==> src/rtl/ws_psum_collector_pkg.sv <==
`default_nettype none
// ============================================================================
//  Module      : ws_psum_collector_pkg
//  Description : Shared systolic-array definitions: array operating modes,
//                partial-sum width derivation and column slice helper.
//  Revision    : 1.0 - initial release
// ============================================================================
package ws_psum_collector_pkg;

    // Array operating mode: weight load or partial-sum (compute) mode
    typedef enum logic {
        SAMODE_WL = 1'b0,
        SAMODE_PS = 1'b1
    } samode_e;

    // Partial sums carry four times the operand word width to absorb growth
    localparam int c_PSUM_PER_WORD = 4;

    // Partial-sum width for a given activation/weight word width
    function automatic int psum_width(input int word_width);
        return word_width * c_PSUM_PER_WORD;
    endfunction

    // Low bit index of column col in a packed row of ps_width-bit columns
    function automatic int col_lo(input int col, input int ps_width);
        return col * ps_width;
    endfunction

endpackage
`default_nettype wire

==> src/rtl/ws_row_fifo.sv <==
`default_nettype none
// ============================================================================
//  Module      : ws_row_fifo
//  Description : Synchronous row FIFO with occupancy count. A push and a pop
//                in the same cycle are both honoured, including when full.
//  Revision    : 1.0 - initial release
// ============================================================================
module ws_row_fifo
    import ws_psum_collector_pkg::*;
#(
    parameter int WIDTH = 128,
    parameter int DEPTH = 8
)(
    input  logic                       clk,
    input  logic                       reset,
    input  logic                       push,
    input  logic [WIDTH-1:0]           push_data,
    input  logic                       pop,
    output logic [WIDTH-1:0]           pop_data,
    output logic [$clog2(DEPTH):0]     count,
    output logic                       full,
    output logic                       empty
);

    localparam int c_PTRW = $clog2(DEPTH);
    localparam int c_CNTW = $clog2(DEPTH) + 1;
    localparam logic [c_CNTW-1:0] c_CNT_ONE  = c_CNTW'(1);
    localparam logic [c_CNTW-1:0] c_CNT_FULL = c_CNTW'(DEPTH);
    localparam logic [c_PTRW-1:0] c_PTR_ONE  = c_PTRW'(1);

    logic [WIDTH-1:0]  r_mem [DEPTH];
    logic [c_PTRW-1:0] r_wr_ptr;
    logic [c_PTRW-1:0] r_rd_ptr;
    logic [c_CNTW-1:0] r_count;
    logic              w_do_push;
    logic              w_do_pop;

    // A pop frees the slot this cycle, so a full FIFO still accepts a push
    assign w_do_pop  = pop & ~empty;
    assign w_do_push = push & (~full | w_do_pop);

    assign full     = (r_count == c_CNT_FULL);
    assign empty    = (r_count == '0);
    assign count    = r_count;
    assign pop_data = r_mem[r_rd_ptr];

    // Storage array; contents need no reset because empty masks the head
    always_ff @(posedge clk) begin
        if (w_do_push) begin
            r_mem[r_wr_ptr] <= push_data;
        end
    end

    // Pointers wrap naturally modulo DEPTH (power of two); count tracks occupancy
    always_ff @(posedge clk) begin
        if (reset) begin
            r_wr_ptr <= '0;
            r_rd_ptr <= '0;
            r_count  <= '0;
        end else begin
            if (w_do_push) begin
                r_wr_ptr <= r_wr_ptr + c_PTR_ONE;
            end
            if (w_do_pop) begin
                r_rd_ptr <= r_rd_ptr + c_PTR_ONE;
            end
            case ({w_do_push, w_do_pop})
                2'b10:   r_count <= r_count + c_CNT_ONE;
                2'b01:   r_count <= r_count - c_CNT_ONE;
                default: r_count <= r_count;
            endcase
        end
    end

endmodule
`default_nettype wire

==> src/rtl/ws_psum_collector.sv <==
`default_nettype none
// ============================================================================
//  Module      : ws_psum_collector
//  Description : Samples the skewed partial-sum columns leaving the systolic
//                array, realigns them into whole rows and buffers the rows
//                in a FIFO drained over a valid/ready handshake.
//  Revision    : 1.0 - initial release
// ============================================================================
module ws_psum_collector
    import ws_psum_collector_pkg::*;
#(
    parameter int WORDWIDTH  = 8,
    parameter int ARRWIDTH   = 4,
    parameter int ARRHEIGHT  = 4,
    parameter int PSWIDTH    = psum_width(WORDWIDTH),
    parameter int LAT_BASE   = ARRHEIGHT,
    parameter int FIFO_DEPTH = 8
)(
    input  logic                          clk,
    input  logic                          reset,
    input  logic                          in_valid,
    input  logic [PSWIDTH*ARRWIDTH-1:0]   ps_in_vec,
    output logic                          out_valid,
    input  logic                          out_ready,
    output logic [PSWIDTH*ARRWIDTH-1:0]   out_vec,
    output logic [$clog2(FIFO_DEPTH):0]   count,
    output logic                          idle,
    output logic                          overflow
);

    // Last tap marks the cycle in which every column of a row is aligned
    localparam int c_NTAPS = LAT_BASE + ARRWIDTH - 1;
    localparam int c_ROWW  = PSWIDTH * ARRWIDTH;

    logic [c_NTAPS:1]  r_tag;
    logic [c_NTAPS:0]  w_tap;
    logic [c_ROWW-1:0] w_row;
    logic [c_ROWW-1:0] w_head;
    logic              w_push;
    logic              w_pop;
    logic              w_full;
    logic              w_empty;
    logic              w_drop;
    logic              r_overflow;

    // Tap k is high when a row entered the array k cycles ago; tap 0 is live
    assign w_tap  = {r_tag, in_valid};
    assign w_push = w_tap[c_NTAPS];

    // Row tag shift chain; reset discards every row in flight
    always_ff @(posedge clk) begin
        if (reset) begin
            r_tag <= '0;
        end else begin
            r_tag <= w_tap[c_NTAPS-1:0];
        end
    end

    // Per-column capture and deskew: column c waits ARRWIDTH-1-c registers
    for (genvar c = 0; c < ARRWIDTH; c++) begin : g_col
        if (c == ARRWIDTH - 1) begin : g_direct
            // Last column arrives exactly on the push strobe, no delay needed
            assign w_row[col_lo(c, PSWIDTH) +: PSWIDTH] =
                ps_in_vec[col_lo(c, PSWIDTH) +: PSWIDTH];
        end else begin : g_skew
            localparam int c_DLY = ARRWIDTH - 1 - c;
            logic [PSWIDTH-1:0] r_dsk [c_DLY];

            // First stage samples only on its tap; later stages shift freely
            always_ff @(posedge clk) begin
                if (reset) begin
                    for (int j = 0; j < c_DLY; j++) begin
                        r_dsk[j] <= '0;
                    end
                end else begin
                    if (w_tap[LAT_BASE + c]) begin
                        r_dsk[0] <= ps_in_vec[col_lo(c, PSWIDTH) +: PSWIDTH];
                    end
                    for (int j = 1; j < c_DLY; j++) begin
                        r_dsk[j] <= r_dsk[j-1];
                    end
                end
            end

            assign w_row[col_lo(c, PSWIDTH) +: PSWIDTH] = r_dsk[c_DLY-1];
        end
    end

    assign w_pop  = out_valid & out_ready;
    assign w_drop = w_push & w_full & ~w_pop;

    ws_row_fifo #(
        .WIDTH (c_ROWW),
        .DEPTH (FIFO_DEPTH)
    ) u_fifo (
        .clk       (clk),
        .reset     (reset),
        .push      (w_push),
        .push_data (w_row),
        .pop       (w_pop),
        .pop_data  (w_head),
        .count     (count),
        .full      (w_full),
        .empty     (w_empty)
    );

    // Sticky record that a completed row found no room in the FIFO
    always_ff @(posedge clk) begin
        if (reset) begin
            r_overflow <= 1'b0;
        end else if (w_drop) begin
            r_overflow <= 1'b1;
        end
    end

    // Head is masked while empty so stale storage never leaks out after reset
    assign out_valid = ~w_empty;
    assign out_vec   = w_empty ? '0 : w_head;
    assign overflow  = r_overflow;
    assign idle      = (r_tag == '0) && w_empty;

endmodule
`default_nettype wire

==> config.mk <==
export PLATFORM = sky130hd
export DESIGN_NAME = ws_psum_collector
export DESIGN_NICKNAME = d
export VERILOG_FILES = /design/src/rtl/ws_psum_collector_pkg.sv /design/src/rtl/ws_row_fifo.sv /design/src/rtl/ws_psum_collector.sv
export SDC_FILE = /design/constraint.sdc
export NUM_CORES = 1
export LEC_CHECK = 0
export ABC_AREA = 1
export CAP_MARGIN = 20
export CORE_MARGIN = 1
export CORE_UTILIZATION = 50
export DETAILED_ROUTE_END_ITERATION = 8
export HOLD_SLACK_MARGIN = 0.02
export PLACE_DENSITY = 0.79
export SLEW_MARGIN = 30
export SYNTH_ARGS = -nofsm -noshare
export SYNTH_HDL_FRONTEND = slang
export SYNTH_SLANG_ARGS = --single-unit
export TNS_END_PERCENT = 20
==> constraint.sdc <==
create_clock -name clk -period 8.1 [get_ports clk]
set_input_delay 2.025 -clock clk [delete_from_list [all_inputs] [get_ports clk]]
set_output_delay 2.025 -clock clk [all_outputs]
set_load 0.1 [all_outputs]
==> results summary <==
In this design, the critical path's most frequently occurring cell is nor2_1. The gate count after technology mapping came out at 3753. After routing the design area is 0.0563 mm2. The first TritonRoute pass finished after 5 iterations.

The total via count after detailed routing is 29600. The power per unit of standard cell area is approximately 400 mW/mm2. The total number of placement rows is 113. The detailed router finished its first iteration with 3059 violations. The width of the die is 312 um. After layout, the worst path uses 80.4% of the clock period.

The number of nets in the final layout is about 4200. Clock-pin slew was measured on the worst setup and hold paths at 0.06 ns. The sequential cells in the finished layout cover a total of 0.0369 mm2.

The synthesis-to-finish area growth is 16.9%. The number of antenna violations at the first check in global routing was 4. The kind of path behind the tightest hold check is reg -> reg.

The number of DRC violations after detailed routing came out at 0. The placement-stage cell area came out at 0.0523 mm2. The data required time at the worst endpoint is 6.08 ns.

After detailed routing, the number of vias per cell comes to between 5 and 6. The number of top-level design ports came out at between 200 and 300. In the layout the commonest cells are 1216 x edfxtp_1, 1105 x nor2_1, 452 x o21ai_0. The number of fill cells is 7065. The number of nets with antenna violations after routing came out at 0. The worst supply voltage drop on vdd is about 500 uV. The number of buffers added to fix hold violations after cts is 0. The number of storage elements in the synthesis netlist came out at 1237. On the critical path the largest part of the delay comes from buffers and inverters. The clock latency of the later-clocked register in the worst-skew pair came out at around 0.72 ns. The share of cells above drive strength 1 is 6.04%. Summed over all instances, the cell type with the most area after synthesis is edfxtp_1. The number of max-slew violations in the final report is 0.

The die height is 312 um. The remaining global-route overflow came out at 0. The clock passes through at most 3 buffers. Leaving out fill and tap cells, the most frequent cell in the layout is edfxtp_1. The core outline area is 0.0952 mm2. The worst path in the final design needs a cycle of 6.51 ns, including I/O delays and setup. The kind of start point of the critical path is a register.

The number of endpoints with negative hold slack in the final report came to 0. The pin count of the biggest net entering global routing is 249. The flow ran to the end, and the final reports show no timing, DRC or antenna violations. The number of warnings reported in the yosys synthesis log is 0. Clock skew on the completed layout was measured at a little under 0.04 ns. After synthesis the cells add up to 0.0481 mm2. The longest individual stage delay on the worst path is 1.21 ns. The number of clock buffers inserted by TritonCTS is 118.

The wire length per cell came out at 19.5 um. The number of distinct standard cells referenced by the synthesized netlist came out at 28. The detailed-placement wirelength estimate is about 52000 um. TritonCTS built the clock tree. At the pin with the least slew margin, the transition time is just over 1 ns. The area fraction of the dominant cell type after synthesis is 75.9%. The via count of the first global-routing pass is 29000. The tree built by TritonCTS fans out to between 1000 and 1500 sinks.

The die covers 0.0975 mm2. STA classifies the critical path endpoint as a primary output. Derived from the worst setup path, the maximum achievable clock frequency is 154 MHz. Setup repair after global routing left no endpoint under its margin. The kind of critical path is reg -> out.

The post-cts gate resize count came out at 0. The post-synthesis sequential area ratio came out at 76.8%. The initial core utilization came out at 50.6%. The congestion estimate from routability-driven global placement came to 0.743.

The combined area of the multi-input logic cells came out at 0.00973 mm2. The highest-delay cell along the critical path is clkdlybuf4s50_1. The cell leakage power came out at 19.7 nW. The tool flagged a number of max-cap violations equal to 0.

The overall routing resource usage is between 20% and 30%. The fraction of the core area covered by cells at the end of the flow is 59.1%. By area the synthesized netlist is led by edfxtp_1 76%, nor2_1 8.7%, o21ai_0 4.7%. The critical-path maximum fanout is 164. The final setup violation count came out at 0. The deepest level of the CTS H-tree is 3. The combined buffer and inverter count along the critical path is 3.

Post-CTS timing repair inserted 0 buffers for setup. The count of buffers from port buffering came out at 266. The power consumption is 0.0227 W. The first global-routing pass estimated 162000 um of wire. The root buffer cell is clkbuf_16. Walking the worst path, the cells encountered are buf_12 > buf_16 > o21ai_0 > o22ai_1 > nor2_1 > nor2_1 > clkdlybuf4s50_1. The total negative slack is 0 ns. The endpoint arrival time on the critical path came out at 4.48 ns. The total wire length is 106000 um. Dividing the synthesized area by the synthesized cell count gives 12.8 um2. The tightest slew margin relative to the limit came out at 30.7%.
[synthesized netlist by cell type]
| library cell | number |
|---|---|
| clkbuf_2 | 1 |
| buf_8 | 1 |
| o21a_1 | 1 |
| nor2_1 | 1113 |
| a21oi_1 | 9 |
| buf_6 | 8 |
| buf_2 | 58 |
| xnor2_1 | 2 |
| o21ai_0 | 452 |
| xor2_1 | 1 |
| clkbuf_1 | 137 |
| conb_1 | 1 |
| o22ai_1 | 128 |
| o21ai_1 | 67 |
| o211ai_1 | 128 |
| or2_2 | 1 |
| nand4_1 | 1 |
| buf_1 | 15 |
| clkinv_1 | 1 |
| inv_1 | 214 |
| nand2_1 | 147 |
| nand3_1 | 9 |
| dfxtp_1 | 21 |
| buf_4 | 14 |
| ha_1 | 5 |
| nor3_1 | 1 |
| edfxtp_1 | 1216 |
| inv_4 | 1 |
[cells by family after synthesis]
kind of cell / synth area share [%]
AOI/OAI and AO/OA: 9.17
xor gates and xnor gates: 0.0546
adders and majority gates: 0.130
buffers and inverters: 3.93
DFF: 76.8
other: 0.00779
and+or+nand+nor: 9.96
[through the flow]
| stage | setup WS [ns] | instances | hold WS (ns) |
|---|---|---|---|
| 2_1_floorplan | -0.474 | 3848 | 0.410 |
| 3_5_place_dp | 2.31 | 5190 | 0.425 |
| 5_1_grt | 1.38 | 5418 | 0.458 |
| 3_3_place_gp | 2.30 | 5189 | 0.413 |
| 6_report | 1.59 | 5420 | 0.432 |
| 4_1_cts | 1.53 | 5414 | 0.433 |
[layer usage]
metal / vias to the layer above / GRT usage, % / routed length (um)
met2: 1221 / 35.1 / 50700
li1: 13700 / - / -
met4: 6 / 8.17 / 2960
met3: 205 / 3.42 / 8130
met5: - / 0 / 41
met1: 14400 / 29.2 / 43900
[power breakdown]
part	switching [W]	leakage, nW	internal, W	total (W)
registers	0.000173	11.4	0.00711	0.00729
clock network	0.00234	1.89	0.00307	0.00541
logic	0.00782	6.40	0.00216	0.00998
total	0.0103	19.7	0.0123	0.0227
[worst reg2reg max path: stages, from the launching register on]
cell,delay [ns]
dfxtp_1,0.36
nor2_1,0.26
nand3_4,0.66
buf_12,0.51
nand2_1,0.13
inv_1,0.13
ha_1,0.29
nand2_1,0.09
inv_1,0.05
nor2_1,0.13
ha_1,0.16
a21oi_1,0.05
xnor2_1,0.13
o21ai_0,0.17
inv_1,0.05
[sequential cells by signal (all words and copies together) (netlist names), named ones only]
name	count
u_fifo.count	4
u_fifo.r_wr_ptr	3
overflow	1
u_fifo.r_mem	1024
u_fifo.r_rd_ptr	3
r_tag	7
g_col.g_skew.r_dsk	192
[layout make-up]
cell class	instances	share of cell area [%]
tap	1265	2.81
timing repair buffer	315	5.88
inverter	216	1.48
multi-input combinational	2161	17.3
sequential	1237	65.7
clock buffer	147	5.57
antenna	2	0.00889
clock inverter	77	1.31
[final timing paths]
kind	from	endpoint	slack (ns)	cells after the start
max	register	out_vec[28]	1.59	7
min	r_tag[3]	r_tag[4]	0.43	2
max reg2reg	u_fifo.count[0]	u_fifo.count[2]	4.84	14
min reg2reg	r_tag[3]	r_tag[4]	0.43	2
Power figures use the tool's default switching activity.
